--- src/rtl/fetch_stage_pkg.sv ---
// Shared CPU definitions: fetch FSM states, bubble instruction, halt opcode.
// Imported by fetch, decode and hazard logic.
package fetch_stage_pkg;

  typedef enum logic [1:0] {
    S_FETCH = 2'd0,
    S_WAIT  = 2'd1,
    S_DRAIN = 2'd2,
    S_HALT  = 2'd3
  } fetch_state_e;

  localparam logic [15:0] CPU_NOP_INSTR  = 16'h0000;
  localparam logic [3:0]  CPU_HLT_OPCODE = 4'hF;
  localparam logic [15:0] PC_STEP        = 16'd2;

  function automatic logic is_hlt(
    input logic [15:0] instr,
    input logic [3:0]  op
  );
    return instr[15:12] == op;
  endfunction

endpackage

--- src/rtl/fetch_stage_pc_register.sv ---
// pc_register: 16-bit program counter with write enable.
// Ports: clk, rst (async active-low), i_we, i_d -> o_q.
module pc_register #(
  parameter logic [15:0] RESET_PC = 16'h0000
) (
  input  logic        clk,
  input  logic        rst,
  input  logic        i_we,
  input  logic [15:0] i_d,
  output logic [15:0] o_q
);

  logic [15:0] r_pc;

  always_ff @(posedge clk or negedge rst) begin
    if (!rst) begin
      r_pc <= RESET_PC;
    end else if (i_we) begin
      r_pc <= i_d;
    end
  end

  assign o_q = r_pc;

endmodule

--- src/rtl/fetch_stage.sv ---
// fetch_stage: PC sequencing, imem request/response, branch squash, HLT.
// Ports: clk/rst, stall, branch_*, imem_*, pc_out/instr_out/fd_enable, halted.
module fetch_stage
  import fetch_stage_pkg::*;
#(
  parameter logic [15:0] RESET_PC   = 16'h0000,
  parameter logic [15:0] NOP_INSTR  = CPU_NOP_INSTR,
  parameter logic [3:0]  HLT_OPCODE = CPU_HLT_OPCODE
) (
  input  logic        clk,
  input  logic        rst,
  input  logic        stall,
  input  logic        branch_taken,
  input  logic [15:0] branch_target,
  output logic        imem_req,
  output logic [15:0] imem_addr,
  input  logic [15:0] imem_rdata,
  input  logic        imem_valid,
  output logic [15:0] pc_out,
  output logic [15:0] instr_out,
  output logic        fd_enable,
  output logic        halted
);

  fetch_state_e r_state;
  fetch_state_e w_next;
  logic [15:0]  r_target;
  logic [15:0]  w_pc;
  logic [15:0]  w_pc_plus2;
  logic [15:0]  w_pc_d;
  logic         w_pc_we;
  logic         w_tgt_we;
  logic         w_present;

  pc_register #(
    .RESET_PC(RESET_PC)
  ) u_pc (
    .clk (clk),
    .rst (rst),
    .i_we(w_pc_we),
    .i_d (w_pc_d),
    .o_q (w_pc)
  );

  assign w_pc_plus2 = w_pc + PC_STEP;

  always_ff @(posedge clk or negedge rst) begin
    if (!rst) begin
      r_state  <= S_FETCH;
      r_target <= 16'h0000;
    end else begin
      r_state <= w_next;
      if (w_tgt_we) begin
        r_target <= branch_target;
      end
    end
  end

  always_comb begin
    w_next    = r_state;
    w_pc_we   = 1'b0;
    w_pc_d    = w_pc_plus2;
    w_tgt_we  = 1'b0;
    w_present = 1'b0;
    unique case (r_state)
      S_FETCH, S_WAIT: begin
        if (branch_taken) begin
          // A miss already outstanding in WAIT must be drained
          // before the target can be requested.
          if (r_state == S_WAIT && !imem_valid) begin
            w_tgt_we = 1'b1;
            w_next   = S_DRAIN;
          end else begin
            w_pc_we = 1'b1;
            w_pc_d  = branch_target;
            w_next  = S_FETCH;
          end
        end else if (stall) begin
          w_next = r_state;
        end else if (imem_valid) begin
          w_present = 1'b1;
          w_pc_we   = 1'b1;
          w_next    = is_hlt(imem_rdata, HLT_OPCODE) ? S_HALT : S_FETCH;
        end else begin
          w_next = S_WAIT;
        end
      end
      S_DRAIN: begin
        if (branch_taken) begin
          if (imem_valid) begin
            w_pc_we = 1'b1;
            w_pc_d  = branch_target;
            w_next  = S_FETCH;
          end else begin
            w_tgt_we = 1'b1;
          end
        end else if (!stall && imem_valid) begin
          w_pc_we = 1'b1;
          w_pc_d  = r_target;
          w_next  = S_FETCH;
        end
      end
      S_HALT: begin
        w_next = S_HALT;
      end
    endcase
  end

  // PC is held through WAIT/DRAIN, so it is the stale address to drain.
  assign imem_req  = (r_state != S_HALT);
  assign imem_addr = w_pc;
  assign pc_out    = w_pc_plus2;
  assign instr_out = (rst && w_present) ? imem_rdata : NOP_INSTR;
  assign fd_enable = ~stall;
  assign halted    = (r_state == S_HALT);

endmodule
--- config.mk ---
export PLATFORM = sky130hd
export DESIGN_NAME = fetch_stage
export DESIGN_NICKNAME = d
export VERILOG_FILES = /design/src/rtl/fetch_stage_pkg.sv /design/src/rtl/fetch_stage_pc_register.sv /design/src/rtl/fetch_stage.sv
export SDC_FILE = /design/constraint.sdc
export NUM_CORES = 1
export LEC_CHECK = 0
export ABC_AREA = 0
export CAP_MARGIN = 20
export CORE_MARGIN = 4
export CORE_UTILIZATION = 48
export CTS_CLUSTER_SIZE = 16
export DETAILED_ROUTE_END_ITERATION = 12
export PLACE_DENSITY_LB_ADDON = 0.08
export SYNTH_ARGS = -nofsm -noshare
export SYNTH_HDL_FRONTEND = slang
export SYNTH_SLANG_ARGS = --single-unit
export TNS_END_PERCENT = 1
--- constraint.sdc ---
create_clock -name clk -period 4.2 [get_ports clk]
set_input_delay 0.63 -clock clk [delete_from_list [all_inputs] [get_ports clk]]
set_output_delay 0.63 -clock clk [all_outputs]
set_load 0.02 [all_outputs]
==> impl_results.md <==
* CTS tree: yes
* Fin. max-slew vios at 0
* DP HPWL at 5250 um
* Critical Path, Cell by Cell: clkdlybuf4s50_1 -> or2_2 -> nor2_1 -> and3_1 -> and2_1 -> clkdlybuf4s50_1
* Synth Flop Type: dfrtp_1
* Row count at 25
* Area share of the leading cell type in the synthesized netlist at 0.357
* Post-Route WL at between 6000 and 7000 um
* Commonest non-fill, non-tap cell in the layout: clkdlybuf4s50_1
* Share of post-route cells with drive strength above 1 at 0.106
* R2R setup slack at 1.92 ns
* Fin. Hold Viols at 0
* Final antenna-violating net count at 0
* Setup Buffers After CTS at 0
* Initial Util at 0.501
* First-pass GRT wire length at about 12000 um
* Cell mode on critical path: clkdlybuf4s50_1
* Via-to-Cell Ratio at 5.95
* DRT Pass-1 Iters at 5
* Unrepaired setup endpoints after global routing: false
* Slew @ Worst Pin at 0.732 ns
* Cells after DPL at between 400 and 500
* Power density cells at 534 nW/um^2
* CP Launch Point: branch_taken
* Drt first-iter violations at 142
* Crit path DAT at 2.73 ns
* Pin count of the biggest net entering global routing at 35
* Critical-path top delay cell: clkdlybuf4s50_1
* Min-delay src: r_target[0]
* Filler Cells Inserted at 405
* Tcrit/Tclk final at 0.801
* Non-filler instance count after layout at 425
* Setup tns final at 0 ns
* Clock transition at path regs at 0.07 ns
* Distinct cell type count of the synthesized netlist at 52
* Horiz. Die Dim at 78.4 um
* Fin nets at 395
* Worst hold path class: reg -> reg
* Fmax at approximately 300 MHz
* CP peak stage delay at 0.61 ns
* Crit-path max FO at 16
* Clock latency on the worst-skew pair at 0.29 ns
* Flops & latches, synth at 34
* # clock sinks at 34
* Ys Warns at 0
* Area contributors post-synth: dfrtp_1, mux2_2, and2_1
* CTS Buffer Depth at 2
* Max-cap viol count at 0
* Remaining routing DRC violations at 0
* All-Layer GR Usage at 0.232
* Critical path startpoint category: input pin
* Full die area at 6150 um^2
* Post-Syn Nets at roughly 310
* Cells after synthesis at 276
* Clk_skew at 0.00807 ns
* Asr flop ratio synth at 1.00
* Worst flop-to-flop path startpoint: r_state[1]
* WS Path Type: in -> out
* Buffers added on ports at between 80 and 90
* Slew margin rel. at 0.512
* Core box area at 4750 um^2
* Drt wl/cell at approximately 16 um
* GR Overflow Total at 0
* Crit-path leading delay family: simple AND/OR/NAND/NOR gates
* Antenna violations before repair at 0
* CP endpoint kind: primary output
* Leak at 0.00133 uW
* Clock root cell: clkbuf_8
* Final worst path period need at 3.36 ns
* Antenna diodes at 0
* PostCTS Resize Cnt at 0
* Critical path buffers and inverters at 2
* Sequential share of the synthesized area at 0.357
* Post-Syn Area at 2380 um^2
* Total CTS buffers at 5
* Syn Area/Cell at 8.63 um^2
* Most frequent cells in the layout: clkdlybuf4s50_1, dfrtp_1, nand2_1, nor2_1, o21ai_0
* Worst IR Drop VDD at 0.000285 V
* Cell taking the most area after synthesis: dfrtp_1
* Routed via count at 2529
* Post-synth EDFFs at 0
* Vias in the first global route at 2411
* I/O Pins at 88
* Hold_buf cts at 0
* Area grow syn2layout at 41.1%
* Status: finished clean
* # setup viols final at 0
* H-tree Lvls at 2
* Placer congestion estimate at 0.868
* Die H at between 70 and 80 um
* CP Data Required Time at 3.57 ns
[cell usage after synthesis (5+ instances only)]
cell type  count
dfrtp_1       34
nand2_1       21
nor2_1        19
o21ai_0       19
a21oi_1       17
and2_1        17
mux2_2        14
nand3_1       14
inv_1         13
clkbuf_1       9
xnor2_1        9
nor3_1         7
o22ai_1        7
a31oi_1        6
xor2_1         5
[worst paths after layout]
check	end	depth (start not counted)
max	instr_out[5]	6
max in group asynchronous	r_state[1]	2
min in group asynchronous	r_target[2]	2
max reg2reg	u_pc.o_q[11]	5
min	u_pc.o_q[0]	2
min reg2reg	u_pc.o_q[0]	2
[per-layer routing]
layer	routed length [um]	GRT usage
met1	2880	0.306
met4	95	0.0542
met2	3230	0.378
met5	0	0
met3	658	0.0665
[sequential cells by signal, indices dropped and copies added, names as in the netlist, named ones only]
register	count
r_target	16
r_state	1
u_pc.o_q	16
[power by group]
part	switching [uW]	internal [uW]
sequential	152	465
combinational	458	459
clock	128	132
[layout make-up]
cell class / count / area [um^2] / share of cell area
Clock inverter: 2 / 12.5 / 0.00372
Clock buffer: 6 / 82.6 / 0.0246
Sequential cell: 34 / 851 / 0.253
Multi-Input combinational cell: 210 / 1370 / 0.409
Tap cell: 67 / 83.8 / 0.0249
Inverter: 15 / 56.3 / 0.0168
Timing Repair Buffer: 91 / 901 / 0.268
[metrics by stage]
stage	worst slack (ns)	instance area, um^2	hold slack (ns)	util	total power, uW
detailed placement	0.788	3270	0.487	0.687	1540
CTS	0.788	3360	0.505	0.707	1800
finish	0.836	3360	0.500	0.707	1800
floorplan	1.81	2380	0.334	-	1140
global placement	0.850	3270	0.473	0.687	1520
global route	0.656	3360	0.525	0.707	1900
[tightest hold or removal path, cell delays in order (launching register included)]
cell	delay, ns
dfrtp_1	0.34
a222oi_1	0.07
inv_1	0.05
[cells by family after synthesis]
logic type | Yosys count | synth area share
buf+inv | 32 | 0.0657
compound gates | 82 | 0.239
flops | 34 | 0.357
simple gates | 99 | 0.215
fa+ha+maj | 1 | 0.00525
mux | 14 | 0.0662
xor+xnor | 14 | 0.0515
Power figures use the tool's default switching activity.
